<file path="config.mk">
export PLATFORM = sky130hd
export DESIGN_NAME = y_event_counter
export DESIGN_NICKNAME = d
export VERILOG_FILES = /design/src/rtl/y_event_pkg.sv /design/src/rtl/sync_glitch_filter.sv /design/src/rtl/y_event_counter.sv
export SDC_FILE = /design/constraint.sdc
export NUM_CORES = 1
export LEC_CHECK = 0
export CORE_UTILIZATION = 53
export CTS_CLUSTER_SIZE = 20
export DETAILED_ROUTE_END_ITERATION = 10
export PLACE_DENSITY = 0.87
export SLEW_MARGIN = 5
export SYNTH_ARGS = -nofsm -noshare
export SYNTH_HDL_FRONTEND = slang
export SYNTH_HIERARCHICAL = 1
export SYNTH_SLANG_ARGS = --single-unit
</file>
<file path="constraint.sdc">
create_clock -name clk -period 3.24 [get_ports clk]
set_input_delay 0.648 -clock clk [delete_from_list [all_inputs] [get_ports clk]]
set_output_delay 0.648 -clock clk [all_outputs]
set_load 0.005 [all_outputs]
</file>
<file path="src/rtl/y_event_pkg.sv">
// Shared types for the Y event counter: report FSM states.
package y_event_pkg;

  typedef enum logic {
    IDLE = 1'b0,
    HOLD = 1'b1
  } rpt_state_t;

endpackage

</file>
<file path="src/rtl/sync_glitch_filter.sv">
// Two-flop synchroniser plus stability filter for the raw detector output Y.
// Q follows the synchronised input only after STABLE_CYCLES consecutive differing samples.
module sync_glitch_filter #(
  parameter int unsigned STABLE_CYCLES = 4
) (
  input  logic clk,
  input  logic reset,
  input  logic y,
  output logic q,
  output logic pulse
);

  localparam int unsigned StabW = $clog2(STABLE_CYCLES + 1);
  localparam logic [StabW-1:0] LastCnt = StabW'(STABLE_CYCLES - 1);

  logic             y_meta_q;
  logic             y_s_q;
  logic [StabW-1:0] stab_q;
  logic [StabW-1:0] stab_d;
  logic             q_d;
  logic             pulse_d;

  always_comb begin
    stab_d  = '0;
    q_d     = q;
    pulse_d = 1'b0;
    if (y_s_q != q) begin
      // Final mismatch flips Q and re-arms the counter in the same cycle.
      if (stab_q == LastCnt) begin
        q_d     = y_s_q;
        pulse_d = y_s_q;
      end else begin
        stab_d = stab_q + 1'b1;
      end
    end
  end

  always_ff @(posedge clk) begin
    if (reset) begin
      y_meta_q <= 1'b0;
      y_s_q    <= 1'b0;
      stab_q   <= '0;
      q        <= 1'b0;
      pulse    <= 1'b0;
    end else begin
      y_meta_q <= y;
      y_s_q    <= y_meta_q;
      stab_q   <= stab_d;
      q        <= q_d;
      pulse    <= pulse_d;
    end
  end

endmodule

</file>
<file path="src/rtl/y_event_counter.sv">
// Filters the detector output Y, counts qualified rising edges and reports the
// count to a host through a snapshot with a VALID/ACK handshake.
module y_event_counter
  import y_event_pkg::*;
#(
  parameter int unsigned STABLE_CYCLES = 4,
  parameter int unsigned CNT_W         = 8
) (
  input  logic             clk,
  input  logic             reset,
  input  logic             y,
  input  logic             en,
  input  logic             clr,
  input  logic             ack,
  output logic             q,
  output logic             pulse,
  output logic [CNT_W-1:0] count,
  output logic [CNT_W-1:0] snap,
  output logic             valid,
  output logic             pend,
  output logic             ovf
);

  rpt_state_t       state_q;
  rpt_state_t       state_d;
  logic [CNT_W-1:0] count_d;
  logic [CNT_W-1:0] snap_d;
  logic             pend_d;
  logic             ovf_d;
  logic             event_ok;
  logic             cnt_max;
  logic [CNT_W-1:0] count_inc;

  sync_glitch_filter #(
    .STABLE_CYCLES(STABLE_CYCLES)
  ) u_filter (
    .clk  (clk),
    .reset(reset),
    .y    (y),
    .q    (q),
    .pulse(pulse)
  );

  assign event_ok  = pulse & en & ~clr;
  assign cnt_max   = &count;
  assign count_inc = cnt_max ? count : count + 1'b1;
  assign valid     = (state_q == HOLD);

  always_comb begin
    state_d = state_q;
    count_d = count;
    snap_d  = snap;
    pend_d  = pend;
    ovf_d   = ovf;
    if (clr) begin
      state_d = IDLE;
      count_d = '0;
      snap_d  = '0;
      pend_d  = 1'b0;
      ovf_d   = 1'b0;
    end else begin
      if (event_ok) begin
        count_d = count_inc;
        if (cnt_max) ovf_d = 1'b1;
      end
      unique case (state_q)
        IDLE: begin
          if (event_ok) begin
            snap_d  = count_inc;
            state_d = HOLD;
          end
        end
        HOLD: begin
          if (ack) begin
            pend_d = 1'b0;
            if (event_ok) begin
              snap_d = count_inc;
            end else if (pend) begin
              // Refresh with the events that arrived while the old snapshot waited.
              snap_d = count;
            end else begin
              state_d = IDLE;
            end
          end else if (event_ok) begin
            pend_d = 1'b1;
          end
        end
      endcase
    end
  end

  always_ff @(posedge clk) begin
    if (reset) begin
      state_q <= IDLE;
      count   <= '0;
      snap    <= '0;
      pend    <= 1'b0;
      ovf     <= 1'b0;
    end else begin
      state_q <= state_d;
      count   <= count_d;
      snap    <= snap_d;
      pend    <= pend_d;
      ovf     <= ovf_d;
    end
  end

endmodule

</file>
==> metrics.txt, run 1 <==
sequential fraction of the synthesis area=41.7%; Longest Clk Path Bufs=2; Post-Synth XOR/XNOR Area=under 10%; worst endpoint required time=roughly 3.5 ns; main combinational cell family by area after synthesis=compound AO/OA/AOI/OAI gates; RSZ-0062 raised after global routing=false; nets=167; yosys warns=6; Antenna diodes=0; Worst-Margin Slew=0.508 ns; PwrDens=325 nW/um2; Setup crit end kind=flop; Starting DRT DRC Count=33; most frequent cells in the layout=dfxtp_1 (26), clkdlybuf4s50_1 (26), a21oi_1 (9), inv_1 (8), o21ai_0 (8); synthesized flop and latch total=26; Slew Limit Fails=0; f_max=0.447 GHz; run status=completed; share of cells above drive strength 1=8.28%; Top Ports=27; ys flop type=dfxtp_1; Area Growth Syn to Fin=22.8%; core area=2210 um2; peak supply drop=0.244 mV; Via Count=roughly 1100; Min-Delay Path Class=flop to flop; die area=around 2600 um2; Pre-antenna DRT Iters=4; initial antenna violation count=0; Static Leak=0.525 nW; Worst Skew=0.00375 ns; Initial Utilization=56.4%; die height=50.5 um; DR WL/cell=14.0 um; mux share of post-synthesis cell area=4.01%; # fillers=191; async set-reset flop share out of synthesis=0%; syn_area_per_cell=9.25 um2; Placer Congestion=0.911; Compound-Gate Fraction of Synth Area=a little under a quarter; DRC Markers=0; Post-Syn Area=1250 um2; cts bufs inserted=3; endpoints failing setup=0; distinct cell type count after synthesis=a little under 50; CTS tree=done; # Max-Cap Violations=0; total power=around 500 uW; Vias/cell=5.86; top post-synthesis cells by area=dfxtp_1 (42%), mux2i_1 (4.0%), a21oi_1 (3.6%); cts repair resizes=0; Post-DP HPWL=~1800 um; Final Hold Viols=0; H-tree Lvls=1; Syn Inst Count=135; critical-path maximum fanout=13; row count=17; postcts setup bufs=0; Root Buffer=clkbuf_4; global-route wire length before repair=4250 um; CTS clk-pin slew, worst paths=0.13 ns; Worst Setup Path Type=input port to flop; design area=1530 um2; Setup TNS Final=0 ns; CTS sink count=26; total track usage=22.3%; number of flops mapped to enable cells by yosys=0; Post-CTS Hold Buffers=0; wire length after detailed routing=roughly 2600 um; top cell type's share of synthesized area=41.7%; vias in the first global route=975; PortBufs=26; simple-gate portion of the synthesized area=19.5%; CP Data Arrival Time=2.47 ns; Die X-Extent=around 50 um; Slew headroom=about two thirds; Startpoint Class=input port; antenna viol nets, final=0; Tmin final=2.24 ns; Yosys top cell by area=dfxtp_1; largest net degree at the start of global routing=15; adder-cell share of the synthesized area=3.01%; net count after synthesis=roughly 140; Post-DP Area=1500 um2; total gr overflow=0; clock latency on the worst-skew pair=0.32 ns; period utilization=slightly below 70%
-- worst max-delay path: stages --
cell             delay (ns)
clkdlybuf4s50_1        0.44
nand3b_1               0.44
a21oi_2                0.57
o21ai_0                0.15
a311oi_1               0.22
-- registers in the layout, summed over array words and instances (netlist names) --
register	cells
u_filter/y_meta_q	1
valid	1
snap	8
u_filter/pulse	1
count	8
ovf	1
pend	1
u_filter/y_s_q	1
u_filter/q	1
u_filter/stab_q	3
-- stage by stage --
step / setup WS (ns) / cells / hold WS [ns] / util [%]
2_1_floorplan: 1.62 / 135 / 0.404 / -
3_3_place_gp: 0.785 / 181 / 0.416 / 67.7
3_5_place_dp: 0.698 / 181 / 0.430 / 67.7
4_1_cts: 1.01 / 185 / 0.449 / 69.3
5_1_grt: 0.869 / 185 / 0.467 / 69.3
6_report: 1.00 / 185 / 0.444 / 69.3
-- power by group --
part	internal [mW]	total (mW)	switching, mW
combinational	0.00823	0.0160	0.00774
sequential	0.321	0.322	0.000759
clock	0.0687	0.161	0.0921
-- cells by family after synthesis --
family          after synthesis
mux                           5
buf+inv                      16
simple gates                 40
xor+xnor                      4
fa+ha+maj                     3
flops                        26
compound gates               41
-- layout make-up --
type                            count  area (um2)  area share [%]
Clock buffer                        4        36.3            2.37
Inverter                            8        30.0            1.96
Multi-Input combinational cell     93         652            42.5
Sequential cell                    26         520            33.9
Tap cell                           28        35.0            2.28
Timing Repair Buffer               26         260            17.0
-- synth_stat cells, types with 2 or more instances --
master / n
xor2_1: 3
o221ai_1: 2
ha_1: 3
buf_2: 3
clkbuf_1: 2
dfxtp_1: 26
o211ai_1: 5
nor3_1: 3
mux2i_1: 5
inv_1: 8
a211oi_1: 2
nand3b_1: 2
nand2_1: 7
nor2b_1: 2
nand3_1: 2
a21oi_1: 9
o21ai_0: 8
nor2_1: 7
a31oi_1: 3
or3_1: 2
nor4_1: 2
and3_1: 2
-- per-layer routing --
| layer | track usage [%] | vias up | share of wire (%) | wire [um] |
|---|---|---|---|---|
| li1 | - | 538 | - | - |
| met2 | 36.2 | 43 | 47 | 1220 |
| met5 | 0 | - | 0 | 0 |
| met4 | 9.72 | 0 | 1.7 | 44 |
| met1 | 28.9 | 498 | 46 | 1200 |
| met3 | 3.94 | 6 | 5.1 | 133 |
-- final timing paths --
check | startpoint | end | slack (ns) | cells after the start
worst max-delay path | clr | snap[4] | 1.00 | 5
worst min-delay path | u_filter/stab_q[0] | u_filter/stab_q[0] | 0.44 | 1
worst max register to register | u_filter/pulse | snap[4] | 1.51 | 4
worst min register to register | u_filter/stab_q[0] | u_filter/stab_q[0] | 0.44 | 1
(Power assumes the default switching activity.)
==> run 2, diff against run 1 <==
Settings changed: CORE_UTILIZATION 53 to 44, PLACE_DENSITY 0.87 to 0.78.
Clock period 3.24 ns to 1.9 ns, I/O delays scaled along.
==> run 2 against run 1 <==
Clock power grew 75%. Flip-flop and latch count is the same. Count of clock-buffer cells in the layout is the same. Sequential share of layout area shrank 1.5 points. Highest routed layer unchanged. Cell count grew 6.5%. Combinational power grew 100%.
==> metrics.txt, run 2 (synthesized netlist as in run 1, its figures left out) <==
Pre-antenna DRT Iters=4; Regs by FF count=count: 8 flops, snap: 8 flops, u_filter/stab_q: 3 flops; Worst path top cell family by delay=buffers and inverters; Die X-Extent=55.3 um; Slew headroom=between 70% and 80%; design area=~1600 um2; share of cells above drive strength 1=15.0%; run status=completed; CTS clk-pin slew, worst paths=~0.14 ns; reg2reg setup slack=between 0.2 and 0.3 ns; Vias/cell=between 5 and 6; f_max=approximately 0.55 GHz; endpoints failing setup=0; Startpoint Class=flop; total track usage=roughly a fifth; Final WS setup=~0.075 ns; core area=2570 um2; Root Buffer=clkbuf_4; setup slack after placement=-0.0157 ns; Static Leak=0.575 nW; Antenna diodes=0; # Max-Cap Violations=0; critical-path maximum fanout=9; row count=18; Post-DP Area=1580 um2; peak supply drop=0.512 mV; Setup TNS Final=0 ns; largest net degree at the start of global routing=15; Worst Skew=0.00541 ns; die area=3050 um2; Min-Delay Path Class=flop to flop; nets=177; Via Count=1137; PwrDens=535 nW/um2; vias in the first global route=1108; wire length after detailed routing=2830 um; Worst Setup Path Type=flop to primary output; total power=approximately 860 uW; global-route wire length before repair=4860 um; die height=approximately 55 um; Worst path slowest cell=clkdlybuf4s50_1; Initial Utilization=48.6%; Final Hold Viols=0; CP cell instances=clkdlybuf4s50_1; Starting DRT DRC Count=35; cts bufs inserted=3; Placer Congestion=0.949; CP peak stage delay=0.57 ns; CTS tree=done; CTS sink count=26; period utilization=96.0%; total gr overflow=0; Tmin final=1.82 ns; DRC Markers=0; H-tree Lvls=1; Top Ports=27; Area Growth Syn to Fin=29.3%; Buf/Inv on CP=1; antenna viol nets, final=0; clock latency on the worst-skew pair=between 0.3 and 0.4 ns; PortBufs=26; Slew Limit Fails=0; RSZ-0062 raised after global routing=false; initial antenna violation count=0; most common cell after layout, fill and taps aside=clkdlybuf4s50_1; Setup crit end kind=primary output; Longest Clk Path Bufs=2; Worst-Margin Slew=0.363 ns; CP Data Arrival Time=1.44 ns; Post-DP HPWL=2060 um; most frequent cells in the layout=clkdlybuf4s50_1 (26), dfxtp_1 (24), buf_4 (10), a21oi_1 (9); DR WL/cell=14.4 um; worst endpoint required time=between 1.5 and 2 ns
run 2: cell count changes in the layout (fill, tap and decap cells not counted), sizes merged:
cell | previous run | this run
buf | 0 | 10
run 2: path summary, 6_finish.rpt:
kind / start / to / depth (start not counted)
setup / recovery: count[4] / count[4] / 1
hold / removal: u_filter/stab_q[0] / u_filter/stab_q[0] / 1
setup reg to reg: count[1] / count[1] / 6
hold reg to reg: u_filter/stab_q[0] / u_filter/stab_q[0] / 1
run 2: metrics by stage:
stage,util [%],std cells,hold slack (ns)
after floorplan,-,135,0.404
after global placement,61.4,193,0.418
after detailed placement,61.4,193,0.423
after CTS,62.8,197,0.442
after global routing,62.9,197,0.474
final,62.9,197,0.443
run 2: final cells by class:
class	instances	area, um2
Tap cell	30	37.5
Clock buffer	4	36.3
Inverter	8	30.0
Sequential cell	26	523
Timing Repair Buffer	36	335
Multi-Input combinational cell	93	652
Fill cell	239	953
run 2: what timing repair did:
item	4_1_cts	5_1_grt
gates resized for setup	0	2
setup endpoints to repair	0	2
hold buffers	0	0
buffers inserted	0	0
run 2: power by group:
group	total (mW)	switching (mW)	internal, mW
Sequential	0.549	0.00132	0.548
Clock	0.282	0.164	0.117
Combinational	0.0327	0.0148	0.0179
run 2: per-layer routing:
metal | routed length (um) | GRT usage [%]
met5 | 0 | 0
met4 | 36 | 7.50
met3 | 186 | 3.04
met2 | 1350 | 32.4
met1 | 1260 | 25.0
==> run 3, diff against run 2 <==
Settings changed: SLEW_MARGIN 5 to 30.
==> results of run 3 <==
Final layout, timing and power as in run 2 (identical DEF).
